==> src/rtl/mem_access_pkg.sv <==
// mem_access_pkg: shared types for the MEM pipeline stage.
//   Bus/register widths, byte-enable type, MEM FSM states, execution codes
//   and small decode helpers for load/store size and sign.
package mem_access_pkg;

    typedef logic [31:0] MemAddrBus;
    typedef logic [31:0] MemBus;
    typedef logic [31:0] RegBus;
    typedef logic [4:0]  RegAddrBus;
    typedef logic [1:0]  MemIndex;
    typedef logic [3:0]  ByteEn;

    localparam RegAddrBus ZeroReg = '0;

    typedef enum logic [1:0] {IDLE, REQ, WAIT} MemState_e;

    typedef enum logic [3:0] {
        EX_NOP, EX_ADD, EX_SUB, EX_AND, EX_OR,
        EX_LB, EX_LH, EX_LW, EX_LBU, EX_LHU,
        EX_SB, EX_SH, EX_SW
    } ExCode;

    typedef enum logic [1:0] {SZ_B, SZ_H, SZ_W} AccSize_e;

    function automatic logic is_load(input ExCode c);
        return c inside {EX_LB, EX_LH, EX_LW, EX_LBU, EX_LHU};
    endfunction

    function automatic logic is_store(input ExCode c);
        return c inside {EX_SB, EX_SH, EX_SW};
    endfunction

    function automatic logic is_signed_load(input ExCode c);
        return c inside {EX_LB, EX_LH};
    endfunction

    function automatic AccSize_e acc_size(input ExCode c);
        case (c)
            EX_LB, EX_LBU, EX_SB: return SZ_B;
            EX_LH, EX_LHU, EX_SH: return SZ_H;
            default:              return SZ_W;
        endcase
    endfunction

endpackage

==> src/rtl/mem_lsu_align.sv <==
// mem_lsu_align: combinational lane logic for the MEM stage.
//   ex_code_i  access size/sign select
//   off_i      byte offset within the word
//   st_data_i  right-justified store data  -> st_data_o lane-replicated
//   rdata_i    raw bus read word           -> ld_data_o aligned and extended
//   be_o       byte enables for the access
module mem_lsu_align
    import mem_access_pkg::*;
(
    input  ExCode   ex_code_i,
    input  MemIndex off_i,
    input  MemBus   st_data_i,
    input  MemBus   rdata_i,
    output ByteEn   be_o,
    output MemBus   st_data_o,
    output RegBus   ld_data_o
);

    AccSize_e    size;
    logic        sext;
    logic [7:0]  ld_byte;
    logic [15:0] ld_half;

    always_comb begin
        size = acc_size(ex_code_i);
        sext = is_signed_load(ex_code_i);

        case (off_i)
            2'd0:    ld_byte = rdata_i[7:0];
            2'd1:    ld_byte = rdata_i[15:8];
            2'd2:    ld_byte = rdata_i[23:16];
            default: ld_byte = rdata_i[31:24];
        endcase
        // Halfwords are only ever aligned here, so off_i[1] picks the half.
        ld_half = off_i[1] ? rdata_i[31:16] : rdata_i[15:0];

        case (size)
            SZ_B: begin
                be_o      = 4'b0001 << off_i;
                st_data_o = {4{st_data_i[7:0]}};
                ld_data_o = {{24{sext & ld_byte[7]}}, ld_byte};
            end
            SZ_H: begin
                be_o      = 4'b0011 << off_i;
                st_data_o = {2{st_data_i[15:0]}};
                ld_data_o = {{16{sext & ld_half[15]}}, ld_half};
            end
            default: begin
                be_o      = '1;
                st_data_o = st_data_i;
                ld_data_o = rdata_i;
            end
        endcase
    end

endmodule

==> src/rtl/mem_access.sv <==
// mem_access: MEM pipeline stage.
//   Inputs : EX/MEM request fields (mem_*, r/w_index, ex_code), writeback
//            fields (reg_*), data-bus handshake (bus_gnt_i, bus_rvalid_i,
//            bus_rdata_i).
//   Outputs: data-bus request (bus_*), combinational stall_o, registered
//            MEM/WB fields (wb_*), one-cycle misalign_o / bus_err_o pulses.
//   Runs a req/gnt/rvalid transaction, aborting after TIMEOUT cycles in
//   REQ or WAIT.
module mem_access
    import mem_access_pkg::*;
#(
    parameter int unsigned TIMEOUT = 255,
    parameter int unsigned CNT_W   = 8
) (
    input  logic      clk,
    input  logic      rst,
    input  logic      mem_req_i,
    input  logic      mem_we_i,
    input  MemAddrBus mem_raddr_i,
    input  MemAddrBus mem_waddr_i,
    input  MemBus     mem_wdata_i,
    input  MemIndex   r_index_i,
    input  MemIndex   w_index_i,
    input  ExCode     ex_code_i,
    input  RegBus     reg_wdata_i,
    input  logic      reg_we_i,
    input  RegAddrBus reg_waddr_i,
    output logic      bus_req_o,
    output logic      bus_we_o,
    output MemAddrBus bus_addr_o,
    output ByteEn     bus_be_o,
    output MemBus     bus_wdata_o,
    input  logic      bus_gnt_i,
    input  logic      bus_rvalid_i,
    input  MemBus     bus_rdata_i,
    output logic      stall_o,
    output RegBus     wb_wdata_o,
    output logic      wb_we_o,
    output RegAddrBus wb_waddr_o,
    output logic      misalign_o,
    output logic      bus_err_o
);

    MemState_e        state_q, state_d;
    logic [CNT_W-1:0] cnt_q, cnt_d;
    RegBus            wb_wdata_q;
    logic             wb_we_q;
    RegAddrBus        wb_waddr_q;
    logic             misalign_q, bus_err_q;

    logic     is_ld, is_st, aligned, acc, mis;
    logic     st_done, ld_done, tmo;
    AccSize_e size;
    MemIndex  off;
    RegBus    ld_data;

    // Direction comes from ex_code; mem_we_i is redundant with it.
    logic unused_we;
    assign unused_we = mem_we_i;

    always_comb begin
        is_ld = is_load(ex_code_i);
        is_st = is_store(ex_code_i);
        size  = acc_size(ex_code_i);
        off   = is_st ? w_index_i : r_index_i;
        case (size)
            SZ_B:    aligned = 1'b1;
            SZ_H:    aligned = ~off[0];
            default: aligned = (off == 2'd0);
        endcase
        acc = mem_req_i & (is_ld | is_st) & aligned;
        mis = mem_req_i & (is_ld | is_st) & ~aligned;

        st_done = acc & is_st & bus_gnt_i & ((state_q == IDLE) | (state_q == REQ));
        ld_done = acc & is_ld & bus_rvalid_i & (state_q == WAIT);
        // A handshake arriving on the last allowed cycle still wins.
        tmo = acc & (cnt_q == CNT_W'(TIMEOUT)) &
              (((state_q == REQ) & ~bus_gnt_i) | ((state_q == WAIT) & ~bus_rvalid_i));

        state_d = state_q;
        case (state_q)
            IDLE: if (acc) state_d = bus_gnt_i ? (is_st ? IDLE : WAIT) : REQ;
            REQ: begin
                if (!acc || tmo)    state_d = IDLE;
                else if (bus_gnt_i) state_d = is_st ? IDLE : WAIT;
            end
            WAIT:    if (!acc || bus_rvalid_i || tmo) state_d = IDLE;
            default: state_d = IDLE;
        endcase

        if (state_d == IDLE || state_d != state_q) cnt_d = '0;
        else                                       cnt_d = cnt_q + CNT_W'(1);
    end

    mem_lsu_align u_align (
        .ex_code_i (ex_code_i),
        .off_i     (off),
        .st_data_i (mem_wdata_i),
        .rdata_i   (bus_rdata_i),
        .be_o      (bus_be_o),
        .st_data_o (bus_wdata_o),
        .ld_data_o (ld_data)
    );

    // Gated by rst so the request drops as soon as reset is applied,
    // even while upstream still presents the access.
    assign bus_req_o  = ~rst & (((state_q == IDLE) & acc) | (state_q == REQ));
    assign bus_we_o   = is_st;
    assign bus_addr_o = (is_st ? mem_waddr_i : mem_raddr_i) & ~MemAddrBus'(3);
    assign stall_o    = acc & ~(st_done | ld_done) & ~tmo;

    always_ff @(posedge clk or posedge rst) begin
        if (rst) begin
            state_q    <= IDLE;
            cnt_q      <= '0;
            wb_wdata_q <= '0;
            wb_we_q    <= 1'b0;
            wb_waddr_q <= ZeroReg;
            misalign_q <= 1'b0;
            bus_err_q  <= 1'b0;
        end else begin
            state_q    <= state_d;
            cnt_q      <= cnt_d;
            misalign_q <= mis;
            bus_err_q  <= tmo;
            wb_waddr_q <= reg_waddr_i;
            wb_wdata_q <= ld_done ? ld_data : reg_wdata_i;
            // Memory ops write back only on load completion; every other
            // memory cycle (stall, store, misalign, timeout) is a bubble.
            wb_we_q    <= (acc | mis) ? (ld_done & reg_we_i) : reg_we_i;
        end
    end

    assign wb_wdata_o = wb_wdata_q;
    assign wb_we_o    = wb_we_q;
    assign wb_waddr_o = wb_waddr_q;
    assign misalign_o = misalign_q;
    assign bus_err_o  = bus_err_q;

endmodule
==> config.mk <==
export PLATFORM = sky130hd
export DESIGN_NAME = mem_access
export DESIGN_NICKNAME = d
export VERILOG_FILES = /design/src/rtl/mem_access_pkg.sv /design/src/rtl/mem_lsu_align.sv /design/src/rtl/mem_access.sv
export SDC_FILE = /design/constraint.sdc
export NUM_CORES = 1
export LEC_CHECK = 0
export BUFFER_PORTS_ARGS = -buffer_cell sky130_fd_sc_hd__buf_4
export CORE_AREA = 2 2 113 115
export CTS_BUF_LIST = sky130_fd_sc_hd__clkbuf_2 sky130_fd_sc_hd__clkbuf_4 sky130_fd_sc_hd__clkbuf_8
export DETAILED_ROUTE_END_ITERATION = 8
export DIE_AREA = 0 0 115 117
export PLACE_DENSITY = 0.67
export SETUP_SLACK_MARGIN = 0.1
export SLEW_MARGIN = 25
export SYNTH_ARGS = -nofsm -noshare
export SYNTH_HDL_FRONTEND = slang
export SYNTH_HIERARCHICAL = 1
export SYNTH_SLANG_ARGS = --single-unit
==> constraint.sdc <==
create_clock -name clk -period 1.6 [get_ports clk]
set_input_delay 0 -clock clk [delete_from_list [all_inputs] [get_ports clk]]
set_output_delay 0 -clock clk [all_outputs]
set_load 0.005 [all_outputs]
Yosys cells after proc, flatten, opt, wreduce, memory -nomap -nowiden
Cells that the tools add are included.

storage, ports and cells
  register bits = 50
  latch bits = 0
  bits in writable memories = 0
  bits in read-only memories = 0
  input bits = 180
  output and inout port bits = 111
  word-level logic and storage cells = 91
  memories = 0

cells by class
  $add $sub $neg = 1
  $mul = 0
  divide/modulo/power cells = 0
  magnitude comparators = 0
  eq/ne operators = 15
  shift-type cells = 2
  multiplexer cells = 19
  bitwise gates (word level) = 33
  reductions and logical operators = 14

operators with widths
  cell                                                               count
  32-bit case mux with 2 select lines                                2
  32-bit 2-to-1 mux                                                  2
  8-bit case mux with 3 select lines                                 1
  1-bit bitwise AND                                                  20
  4-bit == test, second input constant                               5
  16-bit 2-to-1 mux                                                  1
  2-bit 2-to-1 mux                                                   7
  4-bit by 3-bit == test with 1-bit output, second input constant    3
  8-bit by 1-bit adder with 8-bit output, second input constant      1
  8-bit == test, second input constant                               1
  2-bit logical NOT                                                  4
  8-bit 2-to-1 mux                                                   1
  4-bit case mux with 2 select lines                                 1
  1-bit inverter                                                     7
  2-bit by 1-bit == test with 1-bit output, second input constant    3
  1-bit OR                                                           6
  2-bit case mux with 3 select lines                                 1
  3-bit OR reduction                                                 2
  5-bit nonzero test                                                 1
  2-bit == test, second input constant                               2
  1-bit logical OR                                                   4
  2-bit case mux with 2 select lines                                 1
  1-bit by 2-bit << shifter with 4-bit output, first input constant  1
  2-bit by 2-bit << shifter with 4-bit output, first input constant  1
  other kinds (6)                                                    6

Longest topological paths before layout
  depth in word-level cells = 14
  gate-level depth with buffers = 11

Modules after synthesis
The synthesis kept the hierarchy.

modules (own cells, without submodules)
  module         instances  cells an instance  area each (um^2)  seq. area each (um^2)
  mem_access     1          254                2587.5            1251.2
  mem_lsu_align  1          164                1142.3            0.0

Least setup slack after synthesis
No wires, ideal clock.

  kind = input to register
  from = input ex_code_i[2]
  to = register wb_wdata_q[22], in the netlist wb_wdata_o[22]
  library setup time = 0.125 ns
  arrival = 2.149 ns
  setup slack = -0.674 ns
  stages on the path = 10
  cells stage by stage = and2b_1 o21ai_1 mux2_2 mux4_2 and2_1 buf_6 nor2_8 buf_6 nand2_1 mux2_4

RTL lines
  what                                   RTL line              text
  from (decl)                            mem_access.sv:24      input ExCode ex_code_i,
  4-bit == test                          mem_access_pkg.sv:30  return c inside {EX_SB, EX_SH, EX_SW};
  3-bit nonzero test *                   mem_access_pkg.sv:30
  2-bit 2-to-1 mux *                     mem_access.sv:65      off = is_st ? w_index_i : r_index_i;
  named net off[1]                       mem_access.sv:54      MemIndex off;
  2-bit == test (tied with other cells)  mem_lsu_align.sv:28   case (off_i)
  8-bit case mux with 3 select lines     mem_lsu_align.sv:28
  1-bit bitwise AND                      mem_lsu_align.sv:41   ld_data_o = {{24{sext & ld_byte[7]}}, ld_byte};
  32-bit case mux with 2 select lines *  mem_lsu_align.sv:37   case (size)
  named net ld_data[22]                  mem_access.sv:55      RegBus ld_data;
  32-bit 2-to-1 mux *                    mem_access.sv:127     wb_wdata_q <= ld_done ? ld_data : reg_wdata_i;
  to (signal assigned)                   mem_access.sv:127
  to (decl)                              mem_access.sv:46      RegBus wb_wdata_q;

Mark *: on every way through the listed nets, which the timed path passes. The rest lies on a longest branch.

Worst setup path in the final report
  from = input ex_code_i[1]
  to = register wb_wdata_q[19], in the netlist wb_wdata_o[19]

The elaborated chain is that of the path after synthesis.

==> impl_summary.md <==
Run status
The run finished, with violations left. The final reports fail on setup timing.

Layout
The top cell types in the final layout, fill and taps aside, are buf_4, nand2_1, dfrtp_1, mux2_4, dlygate4sd3_1. Relative to the synthesized area, the layout overhead comes to 105%. The post-route netlist has 62.3% of its cells at a drive strength greater than 1. The most frequent standard cell in the layout excluding fill and tap cells is buf_4. The total number of nets in the final design is 973. The non-filler instance count after layout is roughly 940. For this run, the share of the core covered by cells in the final layout is about 62%.

Place
Counting tap cells, the placed design contains a total of roughly 860 instances. Routability-driven placement finished with a final weighted congestion of slightly above 0.8. The quantity of I/O buffers inserted on ports is between 200 and 300. The worst setup slack before clock tree synthesis is -0.681 ns. Detailed placement finished with a half-perimeter wire length of approximately 12 mm.

Worst setup path
The end of the worst register-to-register path is wb_wdata_o[11]$_DFF_PP0_. The critical path's top delay family is multiplexers. The setup path with the least slack is of type in2reg. STA classifies the critical path endpoint as a register. On the critical path, the stage with the largest delay is an instance of mux4_2.

Among the stages of the critical path, the cell type that occurs most often is mux2_4. The arrival time reported for the critical path endpoint is ~2.2 ns. The maximum net fanout on the critical path is 8. The number of cell instances on the worst register-to-register path is 6. The sort of element at the start of the critical path is an input pin. The total buffers and inverters traversed by the critical path is 1. The largest single stage delay on the critical path is around 0.48 ns.

Walking the worst path, the cells encountered are buf_8 > and2b_2 > o21ai_4 > mux2_4 > mux4_2 > and2_4 > nor2_4 > nand2_1 > mux2_4. The critical path data required time is ~1.8 ns. The setup check on the worst reg-to-reg path leaves a slack of -0.11 ns. The startpoint of the most critical register-to-register path is state_q[1]$_DFF_PP0_.

Timing
Headroom to the max-slew limit came out at around two thirds. Static timing analysis puts the maximum clock frequency at a little over 500 MHz. The smallest clock period supported by the final layout is computed as between 1.5 and 2 ns. The worst clock skew on the final layout is about 0.011 ns. Setup repair after global routing could not meet its margin everywhere. The number of hold-slack violations in the final timing report is 0. The transition time of the tightest slew-check pin is between 0.5 and 0.6 ns.

The final worst setup slack is -0.364 ns. The final max-slew violation count is 0. Summed over all failing endpoints, the final setup total negative slack is -10.11 ns.

The number of setup violations in the final report is 36. The final critical path takes up 123% of the cycle.

Pwr
Power comes to around 4.1 mW. The static leakage is 3.90 nW. Dividing total power by cell area gives a power density of approximately 530 nW/µm². The maximum resistive drop on vdd is 0.000329 V.

Die
The die boundary width is between 100 and 150 µm. The total core area is between 10000 and 15000 µm². The number of rows created at floorplan is 41. For this design the top-level I/O count stands at just under 300. The total die area is roughly 13000 µm². The height of the die is between 100 and 150 µm.

The effective utilization at floorplan is between 30% and 40%.

Global route
The maximum number of pins on one net before global-route repair is 33. The first global-routing pass estimated between 20 and 25 mm of wire. For this run, the total global-route usage over all layers was measured as about 23%. The global-route congestion overflow total is 0. The initial antenna violation count is 1. The via count of the first global-routing pass was 4657.

Yosys
The cell accounting for the most synthesized area is dfrtp_1. The sequential-to-total area share from yosys stat is between 30% and 40%. The synthesized area per cell is approximately 8.9 µm². After synthesis, the cell types taking the most area are dfrtp_1, nand2_1, mux2_4.

The combined area of all synthesized cells is 3730 µm². The post-synthesis async set-or-reset flop share is 100%. The number of distinct library cells after synthesis is between 50 and 60. During synthesis, Yosys emitted a total of 6 warnings. The number of synthesized flops with an enable pin is 0. In the synthesized netlist the dominant register cell turns out to be dfrtp_1. Counting flops and latches in the post-synthesis netlist gives 50. The area fraction of the dominant cell type after synthesis is between 30% and 40%.

The number of standard cells after synthesis is roughly 420.

Clock tree
Counting along the longest clock path gives a buffer depth of 2. The clock drives 50 sinks. TritonCTS built the clock tree. The number of buffers inserted during clock tree synthesis is 5. The deepest level of the CTS H-tree is 2. After clock tree synthesis, the clock-pin slew on the worst setup and hold paths is roughly 0.10 ns. CTS placed an instance of clkbuf_8 at the clock tree root. Clock latency on the worst-skew pair, taken at its later pin, is a little over 0.3 ns.

Detailed routing
The post-route antenna net violation count is 0. The number of violations reported at the end of detailed-routing iteration 0 is about 270. The routed length per instance is ~18 µm. The via count normalized by instance count is slightly below 5. The final layout contains routed wiring with a total length of between 15 and 20 mm. The first TritonRoute pass finished after 4 iterations. The number of vias in the routed layout is 4679. The DRC violation count after routing is 0.

Min path
Along the worst hold path, the cell count comes to 4. The capture endpoint of the worst hold path is wb_wdata_o[25]$_DFF_PP0_. The startpoint identified for the worst hold timing path is bus_rdata_i[25]. The worst min-delay path category is in2reg.

Job
The tool flagged a number of max-cap violations equal to 0.
==> worst min-delay path: stages <==
cell and delay (ns):
buf_4 0.08, nand2_1 0.05, nand2_1 0.06, mux2_4 0.12
==> synthesized netlist by cell type, drive strengths merged (3+ instances only) <==
cell and number:
nand2 135, dfrtp 50, a21o 9, nor2b 11, a21oi 14, nand3 4
mux2i 7, a221o 16, mux2 50, and3 3, o221ai 8, o21ai 9
inv 8, nor3 4, buf 27, xnor2 3, nor2 18, xor2 3
clkbuf 8
==> sequential cells by signal, indices dropped and copies added (netlist names) <==
signal	cells
bus_err_o	1
wb_we_o	1
wb_wdata_o	32
wb_waddr_o	5
cnt_q	8
state_q	2
misalign_o	1
==> metrics by stage <==
stage / hold WS (ns) / cell area [µm²]
after floorplan: 0.0314 / 3780
after global placement: 0.0658 / 6280
after detailed placement: 0.0817 / 6280
after CTS: 0.0122 / 7300
after global routing: 0.0416 / 7660
final: 0.0312 / 7660
==> final cells by class <==
cell class,instances,area (µm²)
inverter,8,35.0
clock buffer,6,76.3
sequential,50,1250
timing repair buffer,399,3370
multi-input combinational,328,2700
antenna,1,2.50
tap,150,188
fill,1006,4650
clock inverter,2,37.5
==> worst max path at each step <==
stage | endpoint | depth (start not counted) | from
after floorplan | wb_wdata_o[22]$_DFF_PP0_ | 10 | ex_code_i[2]
after global placement | wb_wdata_o[18]$_DFF_PP0_ | 9 | ex_code_i[0]
after detailed placement | wb_wdata_o[28]$_DFF_PP0_ | 9 | ex_code_i[0]
after CTS | wb_wdata_o[26]$_DFF_PP0_ | 9 | ex_code_i[1]
after global routing | wb_wdata_o[19]$_DFF_PP0_ | 9 | ex_code_i[1]
final | wb_wdata_o[19]$_DFF_PP0_ | 9 | ex_code_i[1]
==> report_power, final <==
group	switching, mW	internal, mW	total (mW)	leakage [nW]
clock	0.428	0.484	0.912	0.0548
sequential	0.0192	1.32	1.34	0.610
combinational	0.727	1.11	1.84	3.24
==> repair_timing <==
item,CTS,global route
endpoints found under the hold margin,59,0
gates cloned,6,1
hold buffers,40,0
resized for setup,72,64
endpoints found under the setup margin,56,99
buffers inserted,15,12
pin swaps,20,29
==> kinds of logic after synthesis <==
family,share of synthesized area (%)
XOR/XNOR,1.41
AND/OR/NAND/NOR,23.4
buffers and inverters,7.11
flip-flops,33.5
multiplexers,20.5
AO/OA/AOI/OAI,13.6
adder cells (fa/ha/maj),0.335
other,0.101
==> layer usage <==
metal / wire (µm) / GRT usage, %
met5: 0 / 0
met4: 619 / 9.88
met1: 6060 / 25.6
met3: 1070 / 3.71
met2: 8960 / 42.2
Power figures use the tool's default switching activity.
